**config.mk**
```make
export PLATFORM = sky130hd
export DESIGN_NAME = hwpe_stream_tcdm_reader
export DESIGN_NICKNAME = d
export VERILOG_FILES = /design/src/rtl/hwpe_stream_package.sv /design/src/rtl/hwpe_stream_tcdm_reader_fifo.sv /design/src/rtl/hwpe_stream_tcdm_reader.sv
export SDC_FILE = /design/constraint.sdc
export NUM_CORES = 1
export LEC_CHECK = 0
export ABC_AREA = 1
export ABC_CLOCK_PERIOD_IN_PS = 5600
export CORE_MARGIN = 2
export CORE_UTILIZATION = 52
export DETAILED_ROUTE_END_ITERATION = 8
export PLACE_DENSITY = 0.85
export SYNTH_ARGS = -nofsm -noshare
export SYNTH_HDL_FRONTEND = slang
export SYNTH_HIERARCHICAL = 1
export SYNTH_SLANG_ARGS = --single-unit
```
**constraint.sdc**
```tcl
create_clock -name clk_i -period 5.6 [get_ports clk_i]
set_input_delay 1.4 -clock clk_i [delete_from_list [all_inputs] [get_ports clk_i]]
set_output_delay 1.4 -clock clk_i [all_outputs]
set_load 0.1 [all_outputs]
```
**src/rtl/hwpe_stream_package.sv**
```systemverilog
// Shared types and constants for the hwpe-stream source-side blocks.
package hwpe_stream_package;

  localparam int unsigned TCDM_READER_DEFAULT_DEPTH = 4;
  localparam int unsigned TCDM_READER_FLAGS_CNT_W   = 8;

  typedef struct packed {
    logic                               busy;
    logic [TCDM_READER_FLAGS_CNT_W-1:0] outstanding;
  } flags_tcdm_reader_t;

endpackage

```
**src/rtl/hwpe_stream_tcdm_reader_fifo.sv**
```systemverilog
// Response FIFO: output taken straight from storage, so a push shows up one cycle later.
// Push and pop may coincide at any occupancy; clear_i flushes synchronously.
module hwpe_stream_tcdm_reader_fifo #(
  parameter int unsigned DEPTH = 4,
  parameter int unsigned WIDTH = 32,
  parameter int unsigned CNT_W = $clog2(DEPTH + 1)
) (
  input  logic             clk_i,
  input  logic             rst_i,
  input  logic             clear_i,
  input  logic             push_i,
  input  logic [WIDTH-1:0] push_data_i,
  input  logic             pop_i,
  output logic             valid_o,
  output logic [WIDTH-1:0] data_o,
  output logic [CNT_W-1:0] occupancy_o
);

  localparam int unsigned PTR_W = (DEPTH > 1) ? $clog2(DEPTH) : 1;

  logic [WIDTH-1:0] mem_q [DEPTH];
  logic [PTR_W-1:0] wr_ptr_q, rd_ptr_q;
  logic [CNT_W-1:0] count_q;
  logic             do_pop;
  logic             do_push;

  function automatic logic [PTR_W-1:0] ptr_inc(input logic [PTR_W-1:0] p);
    return (p == PTR_W'(DEPTH - 1)) ? '0 : p + PTR_W'(1);
  endfunction

  assign valid_o     = (count_q != '0);
  assign data_o      = mem_q[rd_ptr_q];
  assign occupancy_o = count_q;
  assign do_pop      = pop_i & valid_o;
  assign do_push     = push_i & ~clear_i;

  always_ff @(posedge clk_i or posedge rst_i) begin
    if (rst_i) begin
      wr_ptr_q <= '0;
      rd_ptr_q <= '0;
      count_q  <= '0;
    end else if (clear_i) begin
      wr_ptr_q <= '0;
      rd_ptr_q <= '0;
      count_q  <= '0;
    end else begin
      if (do_push) wr_ptr_q <= ptr_inc(wr_ptr_q);
      if (do_pop)  rd_ptr_q <= ptr_inc(rd_ptr_q);
      count_q <= count_q + CNT_W'(do_push) - CNT_W'(do_pop);
    end
  end

  // When full, a simultaneous pop reads the slot before the push overwrites it.
  always_ff @(posedge clk_i) begin
    if (do_push) mem_q[wr_ptr_q] <= push_data_i;
  end

  no_overflow: assert property (@(posedge clk_i) disable iff (rst_i)
    !(do_push && !do_pop && count_q == CNT_W'(DEPTH)));

endmodule

```
**src/rtl/hwpe_stream_tcdm_reader.sv**
```systemverilog
// Turns an address stream into TCDM loads and returns the data as a stream.
// Outstanding + buffered + to-be-dropped responses never exceed FIFO_DEPTH, so r_valid is never stalled.
module hwpe_stream_tcdm_reader
  import hwpe_stream_package::*;
#(
  parameter int unsigned DATA_WIDTH = 32,
  parameter int unsigned FIFO_DEPTH = TCDM_READER_DEFAULT_DEPTH,
  parameter int unsigned CNT_W      = $clog2(FIFO_DEPTH + 1)
) (
  input  logic                    clk_i,
  input  logic                    rst_i,
  input  logic                    enable_i,
  input  logic                    clear_i,
  input  logic                    addr_valid_i,
  output logic                    addr_ready_o,
  input  logic [31:0]             addr_data_i,
  output logic                    tcdm_req_o,
  input  logic                    tcdm_gnt_i,
  output logic [31:0]             tcdm_add_o,
  output logic                    tcdm_wen_o,
  output logic [DATA_WIDTH/8-1:0] tcdm_be_o,
  output logic [DATA_WIDTH-1:0]   tcdm_data_o,
  input  logic                    tcdm_r_valid_i,
  input  logic [DATA_WIDTH-1:0]   tcdm_r_data_i,
  output logic                    data_valid_o,
  input  logic                    data_ready_i,
  output logic [DATA_WIDTH-1:0]   data_data_o,
  output logic [DATA_WIDTH/8-1:0] data_strb_o,
  output logic                    busy_o,
  output logic [CNT_W-1:0]        outstanding_o
);

  logic [CNT_W-1:0]   outstanding_q, outstanding_d;
  logic [CNT_W-1:0]   drop_cnt_q, drop_cnt_d;
  logic [CNT_W-1:0]   occupancy;
  logic               req_pending_q, req_pending_d;
  logic [CNT_W+1:0]   credit_sum;
  logic               credit_ok;
  logic               grant;
  logic               drop_rsp;
  logic               push;
  flags_tcdm_reader_t flags;

  assign credit_sum = (CNT_W+2)'(outstanding_q) + (CNT_W+2)'(occupancy) + (CNT_W+2)'(drop_cnt_q);
  assign credit_ok  = credit_sum < (CNT_W+2)'(FIFO_DEPTH);

  // A stalled request keeps asserting regardless of enable/credit, so the address stays stable.
  assign tcdm_req_o   = ~rst_i & addr_valid_i & ((enable_i & credit_ok) | req_pending_q);
  assign grant        = tcdm_req_o & tcdm_gnt_i;
  assign addr_ready_o = grant;
  assign tcdm_add_o   = addr_data_i;
  assign tcdm_wen_o   = 1'b1;
  assign tcdm_be_o    = '1;
  assign tcdm_data_o  = '0;

  assign drop_rsp = tcdm_r_valid_i & (drop_cnt_q != '0);
  assign push     = tcdm_r_valid_i & ~drop_rsp & ~clear_i;

  always_comb begin
    outstanding_d = outstanding_q;
    drop_cnt_d    = drop_cnt_q;
    req_pending_d = req_pending_q;
    if (clear_i) begin
      // Every response still in flight, including this cycle's grant, becomes stale.
      outstanding_d = '0;
      req_pending_d = 1'b0;
      drop_cnt_d    = drop_cnt_q + outstanding_q + CNT_W'(grant) - CNT_W'(tcdm_r_valid_i);
    end else begin
      outstanding_d = outstanding_q + CNT_W'(grant) - CNT_W'(tcdm_r_valid_i & ~drop_rsp);
      drop_cnt_d    = drop_cnt_q - CNT_W'(drop_rsp);
      req_pending_d = tcdm_req_o & ~tcdm_gnt_i;
    end
  end

  always_ff @(posedge clk_i or posedge rst_i) begin
    if (rst_i) begin
      outstanding_q <= '0;
      drop_cnt_q    <= '0;
      req_pending_q <= 1'b0;
    end else begin
      outstanding_q <= outstanding_d;
      drop_cnt_q    <= drop_cnt_d;
      req_pending_q <= req_pending_d;
    end
  end

  hwpe_stream_tcdm_reader_fifo #(
    .DEPTH (FIFO_DEPTH),
    .WIDTH (DATA_WIDTH),
    .CNT_W (CNT_W)
  ) i_fifo (
    .clk_i       (clk_i),
    .rst_i       (rst_i),
    .clear_i     (clear_i),
    .push_i      (push),
    .push_data_i (tcdm_r_data_i),
    .pop_i       (data_ready_i),
    .valid_o     (data_valid_o),
    .data_o      (data_data_o),
    .occupancy_o (occupancy)
  );

  assign data_strb_o = '1;

  assign flags.busy        = (outstanding_q != '0) | (drop_cnt_q != '0) | (occupancy != '0) | req_pending_q;
  assign flags.outstanding = TCDM_READER_FLAGS_CNT_W'(outstanding_q);
  assign busy_o            = flags.busy;
  assign outstanding_o     = CNT_W'(flags.outstanding);

endmodule

```
== Yosys cells after proc, flatten, opt, wreduce, memory -nomap -nowiden ==
Memories as Yosys holds them, arrays and structs flattened.
Cells that the tools add are included.

* Output and inout bits: 112
* Memory bits (writable): 128
* Input port bits: 72
* Logic and storage cells: 59
* Bits in registers: 14
* Memories: 1

{| class="wikitable"
|+ Memories
! memory !! depth !! width !! read ports !! clocked after Yosys merged registers in !! wr ports !! line !! source
|-
| i_fifo.mem_q || 4 || 32 || 1 || 0 || 1 || hwpe_stream_tcdm_reader_fifo.sv:21 || <nowiki>logic [WIDTH-1:0] mem_q [DEPTH];</nowiki>
|}

* Magnitude comparators: 1
* Bitwise operators: 20
* Muxes and demuxes: 12
* Eq/ne operators: 2
* Add/sub/neg operators: 12
* Reductions and logical operators: 5

{| class="wikitable"
|+ Operators with widths
! kind !! count
|-
| $mux W2 || 6
|-
| $and A1 B1 Y1 || 10
|-
| $add A3 B1 Y3 || 3
|-
| $mux W3 || 3
|-
| $reduce_bool A3 Y1 || 3
|-
| $sub A3 B1 Y3 || 3
|-
| $add A4 B3 Y5 || 1
|-
| $lt A5 B3 Y1 const B || 1
|-
| $add A2 B1 Y2 const B || 2
|-
| $add A3 B3 Y4 || 1
|-
| $eq A2 B2 Y1 const B || 2
|-
| $not A1 Y1 || 4
|-
| $or A1 B1 Y1 || 4
|-
| $reduce_bool A2 Y1 || 2
|-
| $add A3 B3 Y3 || 1
|-
| $and A1 B3 Y3 || 1
|-
| $mux W1 || 3
|-
| $not A1 Y3 || 1
|-
| $sub A3 B3 Y3 || 1
|}

== Longest topological paths before layout ==
* Depth in word-level cells: 10
* Mapped depth: 16

== Cells and area by module ==
The synthesis kept the hierarchy.

{| class="wikitable"
|+ Modules (own cells, without submodules)
! module !! seq. area each (µm²) !! area each (µm²) !! cells each !! instances
|-
| hwpe_stream_tcdm_reader_fifo || 4018.9 || 5462.7 || 429 || 1
|-
| hwpe_stream_tcdm_reader || 175.2 || 1267.5 || 166 || 1
|}

== Worst setup path before layout ==
No wires, ideal clock.

* Path type: reg-to-output
* Start point: reg outstanding_q[1] (netlist: outstanding_o[1])
* End point: out addr_ready_o
* Slack: 0.180 ns
* Path buffers: 0
* Data required time: 4.200 ns
* Arrival: 4.020 ns
* Cell stages (with the launch flop): 12
* Path through: dfrtp_1 inv_1 fa_1 a21oi_1 fa_1 inv_1 nand3_1 nor2_1 nand2_1 nand2_1 nand2_2 nor2_1

* Longest elaborated chain between the ends: 7

{| class="wikitable"
|+ Ends and longest elaborated chain
! what !! line !! source
|-
| start: declaration || hwpe_stream_tcdm_reader.sv:33 || <nowiki>logic [CNT_W-1:0] outstanding_q, outstanding_d;</nowiki>
|-
| start signal: assignment || hwpe_stream_tcdm_reader.sv:81 || <nowiki>outstanding_q <= outstanding_d;</nowiki>
|-
| $add A3 B3 Y4 || hwpe_stream_tcdm_reader.sv:44 || <nowiki>assign credit_sum = (CNT_W+2)'(outstanding_q) + (CNT_W+2)'(occupancy) + (CNT_W+2)'(drop_cnt_q);</nowiki>
|-
| $add A4 B3 Y5 || hwpe_stream_tcdm_reader.sv:44 ||
|-
| $lt A5 B3 Y1 || hwpe_stream_tcdm_reader.sv:45 || <nowiki>assign credit_ok = credit_sum < (CNT_W+2)'(FIFO_DEPTH);</nowiki>
|-
| $and A1 B1 Y1 || hwpe_stream_tcdm_reader.sv:48 || <nowiki>assign tcdm_req_o = ~rst_i & addr_valid_i & ((enable_i & credit_ok) | req_pending_q);</nowiki>
|-
| $or A1 B1 Y1 || hwpe_stream_tcdm_reader.sv:48 ||
|-
| $and A1 B1 Y1 || hwpe_stream_tcdm_reader.sv:48 ||
|-
| $and A1 B1 Y1 || hwpe_stream_tcdm_reader.sv:49 || <nowiki>assign grant = tcdm_req_o & tcdm_gnt_i;</nowiki>
|-
| end: declaration || hwpe_stream_tcdm_reader.sv:15 || <nowiki>output logic addr_ready_o,</nowiki>
|}

No other way between the ends.

== Worst setup path in the final report ==
* Start point: reg i_fifo.rd_ptr_q[0]
* End point: out data_data_o[22]

* Longest elaborated chain between the ends: 1

{| class="wikitable"
|+ Ends and longest elaborated chain
! what !! line !! source
|-
| start: declaration || hwpe_stream_tcdm_reader_fifo.sv:22 || <nowiki>logic [PTR_W-1:0] wr_ptr_q, rd_ptr_q;</nowiki>
|-
| start signal: assignment || hwpe_stream_tcdm_reader_fifo.sv:48 || <nowiki>if (do_pop) rd_ptr_q <= ptr_inc(rd_ptr_q);</nowiki>
|-
| $mem_v2 Z4 W32 || -- ||
|-
| end: declaration || hwpe_stream_tcdm_reader.sv:27 || <nowiki>output logic [DATA_WIDTH-1:0] data_data_o,</nowiki>
|}

No other way between the ends.

==> flow_metrics.env <==
export IMPL_path_cells="o211ai_1 -> nand2_1 -> clkdlybuf4s50_1"
export IMPL_p_per_area_nw_per_um2=552
export IMPL_syn_cell_area_um2=6730
export IMPL_yosysUniqueCellTypes=27
export IMPL_drive_gt1_frac=0.0646
export IMPL_dieArea_um2=13900
export IMPL_synth_seq_cells=142
export IMPL_grt_pass1_wl_um=20100
export IMPL_antennaDiodeCount=0
export IMPL_fin_skew_ns=0.00943
export IMPL_power_total_mw=4.32
export IMPL_grt_antenna_before_repair=0
export IMPL_area_growth_pct=16.2
export IMPL_grt_max_degree=132
export IMPL_status="complete, no violations"
export IMPL_start_kind="flip-flop"
export IMPL_viasPerCell=4.98
export IMPL_synth_most_common_cell="edfxtp_1"
export IMPL_ir_drop_uv=332
export IMPL_io_pins=184
export IMPL_yosysTopAreaCellShare=0.571
export IMPL_postRouteWirelength_um=12500
export IMPL_synthArstFlopShare=0.0986
export IMPL_start_util=0.533
export IMPL_cp_arrival_ns=3.25
export IMPL_fin_crit_sh=0.830
export IMPL_cp_slowest_stage_delay_ns=1.19
export IMPL_cellLeakagePower_nw=3.13
export IMPL_wl_per_cell_um=15.2
export IMPL_crit_type="flip-flop to output port"
export IMPL_fin_setup_tns_ns=0
export IMPL_path_buf_inv=1
export IMPL_vias=4093
export IMPL_worstHoldPathCells=4
export IMPL_placed_cell_area_um2=7230
export IMPL_ys_seq_area_frac=0.623
export IMPL_root_buffer="clkbuf_16"
export IMPL_die_height_um=118
export IMPL_cts_resized=0
export IMPL_hold_class="flip-flop to flip-flop"
export IMPL_report_final_hold_viol_count=0
export IMPL_fp_row_count=41
export IMPL_synth_area_leaders="edfxtp_1, buf_4, inv_1, dfrtp_1, nand2_1"
export IMPL_reg2regPathDepth=15
export IMPL_finalWorstPathRequiredPeriod_ns=4.65
export IMPL_postRouteAntennaNets=0
export IMPL_fin_area_um2=7820
export IMPL_synth_edf_count=128
export IMPL_max_slew_margin=0.208
export IMPL_cp_required_ns=4.20
export IMPL_finalSetupViolCount=0
export IMPL_die_x_um=118
export IMPL_hpwl_um=7930
export IMPL_critPathMaxFanout=131
export IMPL_design_core_area_um2=12600
export IMPL_timing_fmax_mhz=215
export IMPL_path_clk_slew_ns=0.06
export IMPL_grt_pass1_vias=4145
export IMPL_end_kind="output port"
export IMPL_grt_ovfl_total=0
export IMPL_synth_flop_cell="edfxtp_1"
export IMPL_io_buffer_count=78
export IMPL_tightest_slew_ns=1.19
export IMPL_cts_sinks=142
export IMPL_cp_depth=3
export IMPL_cts_tree="yes"
export IMPL_drt_iter0_markers=213
export IMPL_cts_hold_buf=0
export IMPL_route_detailed_drc=0
export IMPL_path_delay_family="flip-flops"
export IMPL_syn_instance_count=595
export IMPL_yosysWarnings=6
export IMPL_grt_usage=0.187
export IMPL_crit_slowest_cell="dfrtp_4"
export IMPL_cts_buffers=17
export IMPL_synth_largest_area_cell="edfxtp_1"
export IMPL_max_cap_violations=0
export IMPL_synth_common_cells="edfxtp_1, inv_1, nand2_1"
export IMPL_place_gp_congestion=0.842
export IMPL_htree_levels=4
export IMPL_first_pass_iters=6
export IMPL_whs_ns=0.633
export IMPL_postCtsSetupBuffers=0
export IMPL_rsz0062_at_grt="no"
export IMPL_clk_path_buf_depth=2
export IMPL_layout_nets=732
export IMPL_avgSynthCellArea_um2=11.3
export IMPL_clock_latency_ns=0.41
export IMPL_report_final_slew_viol_count=0
## report_power, final
group / leakage (nW) / switching [mW] / internal (mW)
Combinational: 1.52 / 1.41 / 0.449
Sequential: 1.33 / 0.157 / 1.20
Clock: 0.277 / 0.439 / 0.664
## layout by cell type, fill, tap and decap left out, types with 2 or more instances in the layout
master           count
ha_1                16
clkbuf_16           17
a21oi_1             36
inv_1              106
inv_6                4
xnor2_1              2
edfxtp_1           128
dfrtp_1             12
clkdlybuf4s50_1     76
fa_1                 7
bufinv_16            2
o21ai_0             35
nand2_1             86
nand3_1              6
nor2_1              13
nor3_1               4
clkinvlp_4           3
conb_1              41
nor2_4               4
buf_4                3
nand4_1              2
clkinv_4             3
o211ai_1            32
## registers in the layout (all words and copies together) (netlist names)
register	cells
outstanding_o	3
i_fifo/mem_q	128
req_pending_q	1
i_fifo/rd_ptr_q	2
i_fifo/occupancy_o	3
drop_cnt_q	3
i_fifo/wr_ptr_q	2
## path summary, 6_finish.rpt
check	slack [ns]	startpoint	to
max	0.95	i_fifo/rd_ptr_q[0]	data_data_o[22]
min	0.63	req_pending_q	req_pending_q
max reg2reg	2.22	outstanding_o[1]	drop_cnt_q[1]
min reg2reg	0.63	req_pending_q	req_pending_q
max in group asynchronous	4.06	rst_i	i_fifo/rd_ptr_q[0]
min in group asynchronous	1.25	rst_i	drop_cnt_q[0]
## metrics by stage
stage	utilization	instances	setup slack, ns
after global placement	0.573	790	1.34
after CTS	0.620	822	0.939
after detailed placement	0.573	790	1.26
after global routing	0.620	822	0.781
after floorplan	-	634	0.180
final	0.620	822	0.949
## per-layer routing
layer  GRT usage  share of wire  up-vias
met5           0              0        -
met4       0.125          0.045        0
met3      0.0451          0.049       60
met2       0.325           0.53      122
met1       0.202           0.37     1964
li1            -              -     1947
## area by class of cell
cell class / count / area, µm²
Timing Repair Buffer: 79 / 783
Multi-Input combinational cell: 291 / 1640
Inverter: 106 / 398
Tap cell: 172 / 215
Fill cell: 988 / 4800
Clock buffer: 18 / 429
Clock inverter: 14 / 159
Sequential cell: 142 / 4200
## tightest hold or removal path: stages, from the launching register on
cell     delay, ns
dfrtp_1       0.38
inv_1         0.05
nand2_1       0.06
nand2_2       0.07
nor2_1        0.04
## cell families (layout without fill, tap and decap cells)
group	Yosys count	in the layout	synth area share
other	2	41	0.00112
DFF	142	142	0.623
AOI/OAI and AO/OA	104	104	0.0894
xor gates and xnor gates	3	3	0.00390
buffers and inverters	201	217	0.160
adders and majority gates	23	23	0.0506
and+or+nand+nor	120	120	0.0721
No activity file was read; power rests on OpenSTA's default activity.
